### config.mk
export PLATFORM = sky130hd
export DESIGN_NAME = vcmd_parser
export DESIGN_NICKNAME = d
export VERILOG_FILES = /design/src/rtl/vcmd_parser.sv
export SDC_FILE = /design/constraint.sdc
export NUM_CORES = 1
export LEC_CHECK = 0
export BUFFER_PORTS_ARGS = -buffer_cell sky130_fd_sc_hd__buf_2
export CORE_MARGIN = 2
export CORE_UTILIZATION = 53
export CTS_CLUSTER_SIZE = 16
export DETAILED_ROUTE_END_ITERATION = 10
export PLACE_DENSITY_LB_ADDON = 0.15
export SYNTH_ARGS = -nofsm -noshare
export SYNTH_HDL_FRONTEND = slang
export SYNTH_SLANG_ARGS = --single-unit
export TNS_END_PERCENT = 5
### constraint.sdc
create_clock -name MemClk -period 2.34 [get_ports MemClk]
set_clock_uncertainty 0.1 [all_clocks]
set_input_delay 0 -clock MemClk [delete_from_list [all_inputs] [get_ports MemClk]]
set_output_delay 0 -clock MemClk [all_outputs]
set_load 0.01 [all_outputs]
### src/rtl/vcmd_parser.sv
// SPI video command parser: decodes opcode/argument bytes from the SPI domain
// and issues address/data write requests to the frame-memory controller.
module vcmd_parser #(
  parameter int AWIDTH = 19,
  parameter int DWIDTH = 8
) (
  input  logic              MemClk,
  input  logic              Rst,
  input  logic              ByteRdy,
  input  logic [DWIDTH-1:0] ByteIn,
  input  logic              CSel,
  output logic              WrReq,
  output logic [AWIDTH-1:0] WrAddr,
  output logic [DWIDTH-1:0] WrData,
  input  logic              WrAck,
  output logic              Busy,
  output logic              ErrFlag
);

  typedef enum logic [2:0] {
    IDLE, ADDR0, ADDR1, ADDR2, COUNT, DATA, FILLVAL, FILL
  } state_t;

  state_t              state, stateNxt;
  logic                byteRdy_p0, byteRdy_p1, byteRdy_p2;
  logic                cSel_p0, cSel_p1;
  logic [AWIDTH-1:0]   addrPtr, addrPtrNxt, addrNext;
  logic [8:0]          count, countNxt;
  logic                holdValid, holdValidNxt;
  logic [DWIDTH-1:0]   holdData, holdDataNxt;
  logic [2*DWIDTH-1:0] shadow, shadowNxt;
  logic                isFill, isFillNxt;
  logic                wrReqNxt, busyNxt, errSet, errClr;
  logic [AWIDTH-1:0]   wrAddrNxt;
  logic [DWIDTH-1:0]   wrDataNxt;
  logic                accept, abort, hs, freeOut;

  assign accept   = byteRdy_p1 & ~byteRdy_p2;
  assign abort    = cSel_p1 & (state != IDLE);
  assign hs       = WrReq & WrAck;
  assign freeOut  = ~WrReq | hs;
  assign addrNext = hs ? addrPtr + AWIDTH'(1) : addrPtr;

  always_comb begin
    stateNxt     = state;
    wrReqNxt     = WrReq & ~hs;
    wrAddrNxt    = WrAddr;
    wrDataNxt    = WrData;
    addrPtrNxt   = addrNext;
    countNxt     = count;
    holdValidNxt = holdValid;
    holdDataNxt  = holdData;
    shadowNxt    = shadow;
    isFillNxt    = isFill;
    errSet       = 1'b0;
    errClr       = 1'b0;
    if (abort) begin
      // A write already on the bus still finishes; everything queued behind it is dropped.
      stateNxt     = IDLE;
      countNxt     = '0;
      holdValidNxt = 1'b0;
    end else begin
      case (state)
        IDLE: if (accept) begin
          case (ByteIn)
            DWIDTH'(0): ;
            DWIDTH'(1): stateNxt = ADDR0;
            DWIDTH'(2): begin stateNxt = COUNT; isFillNxt = 1'b0; end
            DWIDTH'(3): begin stateNxt = COUNT; isFillNxt = 1'b1; end
            DWIDTH'(4): errClr = 1'b1;
            default:    errSet = 1'b1;
          endcase
        end
        ADDR0: if (accept) begin
          shadowNxt[2*DWIDTH-1:DWIDTH] = ByteIn;
          stateNxt = ADDR1;
        end
        ADDR1: if (accept) begin
          shadowNxt[DWIDTH-1:0] = ByteIn;
          stateNxt = ADDR2;
        end
        ADDR2: if (accept) begin
          addrPtrNxt = AWIDTH'({shadow, ByteIn});
          stateNxt   = IDLE;
        end
        COUNT: if (accept) begin
          countNxt = (ByteIn == '0) ? 9'd256 : 9'(ByteIn);
          stateNxt = isFill ? FILLVAL : DATA;
        end
        DATA: begin
          if (freeOut && holdValid) begin
            wrReqNxt     = 1'b1;
            wrAddrNxt    = addrNext;
            wrDataNxt    = holdData;
            holdValidNxt = 1'b0;
          end
          if (accept) begin
            if (count == '0) begin
              errSet = 1'b1;
            end else begin
              countNxt = count - 9'd1;
              if (freeOut && !holdValid) begin
                wrReqNxt  = 1'b1;
                wrAddrNxt = addrNext;
                wrDataNxt = ByteIn;
              end else if (freeOut || !holdValid) begin
                holdValidNxt = 1'b1;
                holdDataNxt  = ByteIn;
              end else begin
                errSet = 1'b1;
              end
            end
          end
          if (count == '0 && !holdValidNxt && !wrReqNxt) stateNxt = IDLE;
        end
        FILLVAL: if (accept) begin
          wrReqNxt  = 1'b1;
          wrAddrNxt = addrNext;
          wrDataNxt = ByteIn;
          stateNxt  = FILL;
        end
        FILL: begin
          if (accept) errSet = 1'b1;
          if (hs) begin
            countNxt = count - 9'd1;
            if (count == 9'd1) begin
              stateNxt = IDLE;
            end else begin
              wrReqNxt  = 1'b1;
              wrAddrNxt = addrNext;
            end
          end
        end
        default: stateNxt = IDLE;
      endcase
    end
    busyNxt = (stateNxt != IDLE) || wrReqNxt;
  end

  always_ff @(posedge MemClk) begin
    if (Rst) begin
      byteRdy_p0 <= 1'b0;
      byteRdy_p1 <= 1'b0;
      byteRdy_p2 <= 1'b0;
      cSel_p0    <= 1'b0;
      cSel_p1    <= 1'b0;
      state      <= IDLE;
      WrReq      <= 1'b0;
      WrAddr     <= '0;
      WrData     <= '0;
      addrPtr    <= '0;
      count      <= '0;
      holdValid  <= 1'b0;
      isFill     <= 1'b0;
      ErrFlag    <= 1'b0;
      Busy       <= 1'b0;
    end else begin
      // stage boundary: SPI-domain strobes into MemClk, plus edge-detect delay
      byteRdy_p0 <= ByteRdy;
      byteRdy_p1 <= byteRdy_p0;
      byteRdy_p2 <= byteRdy_p1;
      cSel_p0    <= CSel;
      cSel_p1    <= cSel_p0;
      state      <= stateNxt;
      WrReq      <= wrReqNxt;
      WrAddr     <= wrAddrNxt;
      WrData     <= wrDataNxt;
      addrPtr    <= addrPtrNxt;
      count      <= countNxt;
      holdValid  <= holdValidNxt;
      isFill     <= isFillNxt;
      ErrFlag    <= errSet | (ErrFlag & ~errClr);
      Busy       <= busyNxt;
    end
    holdData <= holdDataNxt;
    shadow   <= shadowNxt;
  end

endmodule
# Word level (Yosys, flattened, before mapping)
# Cells that the tools add are included.
# classes
n_addsub	2
n_eq_ne	18
muxes	69
n_bitwise	14
reduce_logical	28
# op_table
op	count
$mux W19	11
$pmux W19 S3	1
$mux W9	5
$mux W8	5
$mux W3	10
$mux W1	29
$pmux W9 S3	1
$pmux W3 S8	1
$add A19 B1 Y19 const B	1
$eq A8 B2 Y1 const B	2
$pmux W8 S2	1
$eq A3 B3 Y1 const B	4
$ne A2 B2 Y1 const B	6
$reduce_bool A3 Y1	4
$reduce_and A5 Y1	2
$eq A9 B1 Y1 const B	1
$logic_not A9 Y1	1
$reduce_and A3 Y1	3
$sub A9 B1 Y9 const B	1
$eq A8 B1 Y1 const B	1
$eq A8 B3 Y1 const B	1
$logic_not A8 Y1	1
$not A1 Y1	7
$eq A3 B2 Y1 const B	2
16 further kinds	30
# totals
ff_bits	87
inputBits	13
out_inout_bits	30
wordCells	149

# Longest topological paths before layout
# depth
word_depth	18
mapped_depth	9
ltp_nobuf	7

# Worst setup path before layout
# No wires, ideal clock.
# synth_path
kind	flip-flop to flip-flop
from	register state[0]
to	register holdData[0] (enable)
setup_time_ns	0.395
t_arrival_ns	1.867
t_required_ns	1.845
path_slack_ns	-0.022
stages_incl_launch_ff	5
n_path_buf	1
period_less_slack_ns	2.362
path_cell_list	dfxtp_1 > clkbuf_1 > nor3_1 > nor2b_1 > nor4_1
# synth_via
elab_chain_cells	4
elab_cells_between_ends	5
cone_classes	1 x eq/ne; 2 x bitwise; 2 x reduce/logical
# synth_lines
item	line_no	rtl
from (decl)	24	state_t state, stateNxt;
from (signal assigned)	164	state <= stateNxt;
$reduce_bool A3 Y1	39	assign abort = cSel_p1 & (state != IDLE);
$and A1 B1 Y1	39	
$not A1 Y1 (no source line)	-	
$reduce_and A6 Y1 (no source line) *	-	
to (signal assigned)	175	holdData <= holdDataNxt;
to (decl)	30	logic [DWIDTH-1:0] holdData, holdDataNxt;
# Every way passes the cells marked *; elsewhere a longest branch is shown, timed or not.
# A chain may end at the register's enable or synchronous reset.

# Worst setup path in the final report
# layout_path
from	register count[1]
to	register WrAddr[13]
# layout_via
elab_chain_cells	4
elab_cells_between_ends	7
cone_classes	2 x eq/ne; 3 x mux; 2 x reduce/logical
# layout_lines
item	line_no	rtl
from (decl)	28	logic [8:0] count, countNxt;
from (signal assigned)	169	count <= countNxt;
$logic_not A9 Y1	98	if (count == '0) begin
$mux W19	98	
$mux W19	97	if (accept) begin
$pmux W19 S3	63	case (state)
to (signal assigned)	166	WrAddr <= wrAddrNxt;
to (decl)	13	output logic [AWIDTH-1:0] WrAddr,
# Parallel ways exist; a longest one is shown, timed or not.

==> flow_summary.yaml <==
yosys:
  synth-edff-count: 19
  synth_cell_types: 60
  synth_seq_cells: 87
  avgSynthCellArea_um2: 9.57
  synth_seq_area_share_pct: 47.5
  synth_area_um2: 4070
  post_synth_main_area_contributors: "dfxtp_1 33%, edfxtp_1 14%, a211oi_1 6.6%"
  synth_top_cell_by_area: "dfxtp_1"
  synthArstFlopShare_pct: 0
  ys.warnings.count: 0
  synth_top_area_share_pct: 33.5
  synthFlopType: "dfxtp_1"
  syn_inst: 425
  syn_nets: 442
pwr:
  irDropWorstVdd_mv: 0.389
  leakage_nw: 1.70
  p_total_mw: 2.63
  p_per_area_nw_per_um2: 550
global_routing:
  grt_max_degree: 39
  grt_first_pass_wirelength_um: 15100
  grt_usage_pct: 22.7
  antenna_found_initial: 0
  grt.overflow.total: 0
  first_global_vias: 3163
clock_network:
  clk_pin_slew_worst_paths_ns: 0.09
  cts-root-buf: "clkbuf_8"
  numCtsBuffers: 9
  clk_latency_ns: 0.35
  cts_setup_buffers: 0
  numClockSinks: 87
  cts.path.max_buffers: 2
  cts_tree: "built"
  h-tree-depth: 3
flow_run:
  drv_cap: 0
critical_path:
  crit_path_max_incr_delay_ns: 0.65
  required_ns: 2.46
  crit_arrival_ns: 2.39
  r2r_setup_slack_ns: 0.07
  r2r-start: "count[1]"
  setup.worst_path.start_class: "flop"
  cp_max_fo: 38
  startpoint: "count[1]"
  endpoint_kind: "flop"
  worst_path_max_delay_cell: "or4b_2"
  path_class: "flop to flop"
  path_cells: "inv_1, ha_1, or4b_2, o21ai_1, a221oi_4, buf_12, nor2_1, a211oi_2"
sta:
  worst_pin_slew_ns: 0.589
  fin_crit_sh_pct: 96.9
  whs_ns: 0.220
  fmax_mhz: 441
  rsz0062_at_grt: "true"
  hold_viol: 0
  period_minus_slack_ns: 2.27
  slew_headroom_pct: 60.8
  tns_ns: 0
  setup_violations: 0
  slew_viol_final: 0
routing:
  first_iter_violations: 152
  vias: 3310
  ant_nets: 0
  dr.pass1.iters: 4
  drc: 0
  wirelength_um: 9180
  wl_per_cell_um: 15.6
  viasPerCell: 5.64
final_layout:
  layout-drive-gt1-share_pct: 21.5
  diodes: 0
  nets: 500
  fin_area_um2: 4790
  utilization_pct: 65.4
  syn2layout_area_growth_pct: 17.9
floorplanning:
  die_y_um: 91.6
  fp-row-count: 31
  die_w_um: 91.6
  io_pins: 43
  die-area_um2: 8390
  start_util_pct: 55.5
  core_um2: 7330
placed_design:
  dp_hpwl_um: 6310
  gp_congestion: 0.918
  port_buffers: 42
  placed_area_um2: 4460
outcome:
  outcome: "complete, no violations"
min_path:
  hold_path.startpoint: "WrAck"
  hp-class: "input port to flop"
==> cells in the mapped netlist, types with 7 or more instances <==
| master | count |
|---|---|
| nand2_1 | 11 |
| buf_2 | 8 |
| xnor2_1 | 7 |
| or2_1 | 7 |
| inv_1 | 8 |
| clkbuf_1 | 15 |
| edfxtp_1 | 19 |
| nor2_1 | 66 |
| nor2b_1 | 10 |
| nor4_1 | 8 |
| a21oi_1 | 18 |
| a211oi_2 | 10 |
| mux2i_1 | 11 |
| o21ai_1 | 12 |
| xor2_1 | 12 |
| dfxtp_1 | 68 |
| nor3_1 | 7 |
| a211oi_1 | 36 |
| nand4_1 | 11 |
| nand3_1 | 13 |
==> stage by stage <==
step / std cells / setup slack, ns
floorplan: 425 / 0.211
global placement: 558 / 0.0919
detailed placement: 558 / 0.0126
CTS: 587 / 0.0653
global route: 587 / -0.0156
finish: 587 / 0.0734
==> state kept, by name (all words and copies together) (netlist names) <==
name        count
WrData          8
state           3
shadow         11
ErrFlag         1
count           9
isFill          1
WrAddr         19
Busy            1
WrReq           1
byteRdy_p2      1
addrPtr        19
cSel_p0         1
holdData        8
cSel_p1         1
holdValid       1
byteRdy_p1      1
byteRdy_p0      1
==> layout make-up <==
type,instances,area [µm²]
multi-input combinational,300,1990
fill,619,2540
clock buffer,11,153
sequential,87,1930
tap,99,124
timing repair buffer,76,523
inverter,9,33.8
clock inverter,5,36.3
==> critical path, delay by kind of cell (launching register included) <==
family,cells,cell delay (ns)
AND/OR/NAND/NOR,2,0.80
adder cells (fa/ha/maj),1,0.16
AO/OA/AOI/OAI,3,0.44
flip-flops,1,0.34
buffers and inverters,2,0.31
==> layout by cell type, fill, tap and decap left out, drive strengths merged, types with 4 or more instances in the layout <==
| cell type | instances |
|---|---|
| nand2b | 4 |
| dlygate4sd3 | 13 |
| ha | 4 |
| a21oi | 19 |
| clkbuf | 11 |
| dfxtp | 68 |
| inv | 12 |
| nor3 | 9 |
| o21ai | 17 |
| nor2b | 10 |
| nand4 | 11 |
| nand2 | 11 |
| or2 | 9 |
| mux2i | 11 |
| xor2 | 12 |
| edfxtp | 19 |
| nand3 | 13 |
| or4 | 4 |
| nor4 | 8 |
| a211oi | 46 |
| xnor2 | 7 |
| nor2 | 66 |
| buf | 63 |
==> metal layers <==
| layer | track usage (%) | vias up | wire, µm |
|---|---|---|---|
| li1 | - | 1673 | - |
| met1 | 27.0 | 1542 | 4010 |
| met2 | 39.6 | 80 | 4640 |
| met3 | 4.48 | 15 | 332 |
| met4 | 9.85 | 0 | 200 |
| met5 | 0 | - | 0 |
==> cells by family after synthesis <==
kind of cell	count (synthesis)	synth area share, %
xor gates and xnor gates	19	4.09
muxes	12	2.99
DFF	87	47.5
AOI/OAI and AO/OA	103	19.2
adders and majority gates	4	1.23
buffers and inverters	38	4.43
and+or+nand+nor	162	20.5
==> where the power goes <==
| part | leakage, nW | total, mW | switching, mW | internal [mW] |
|---|---|---|---|---|
| clock network | 0.0958 | 0.998 | 0.541 | 0.458 |
| registers | 0.720 | 1.54 | 0.00302 | 1.53 |
| logic | 0.889 | 0.0990 | 0.0611 | 0.0378 |
| total | 1.70 | 2.63 | 0.605 | 2.03 |
==> final timing paths <==
kind                      to  cells past startpoint
setup reg to reg  WrAddr[13]                      8
hold reg to reg      cSel_p1                      1
setup / recovery  WrAddr[13]                      8
hold / removal      state[0]                      5
==> what timing repair did <==
action | in CTS | in global routing
setup endpoints to repair | 9 | 21
gates resized for setup | 1 | 3
hold endpoints to repair | 41 | 0
hold buffers | 13 | 0
cloned | 0 | 0
Note: power is estimated with default switching activity, not from simulation.
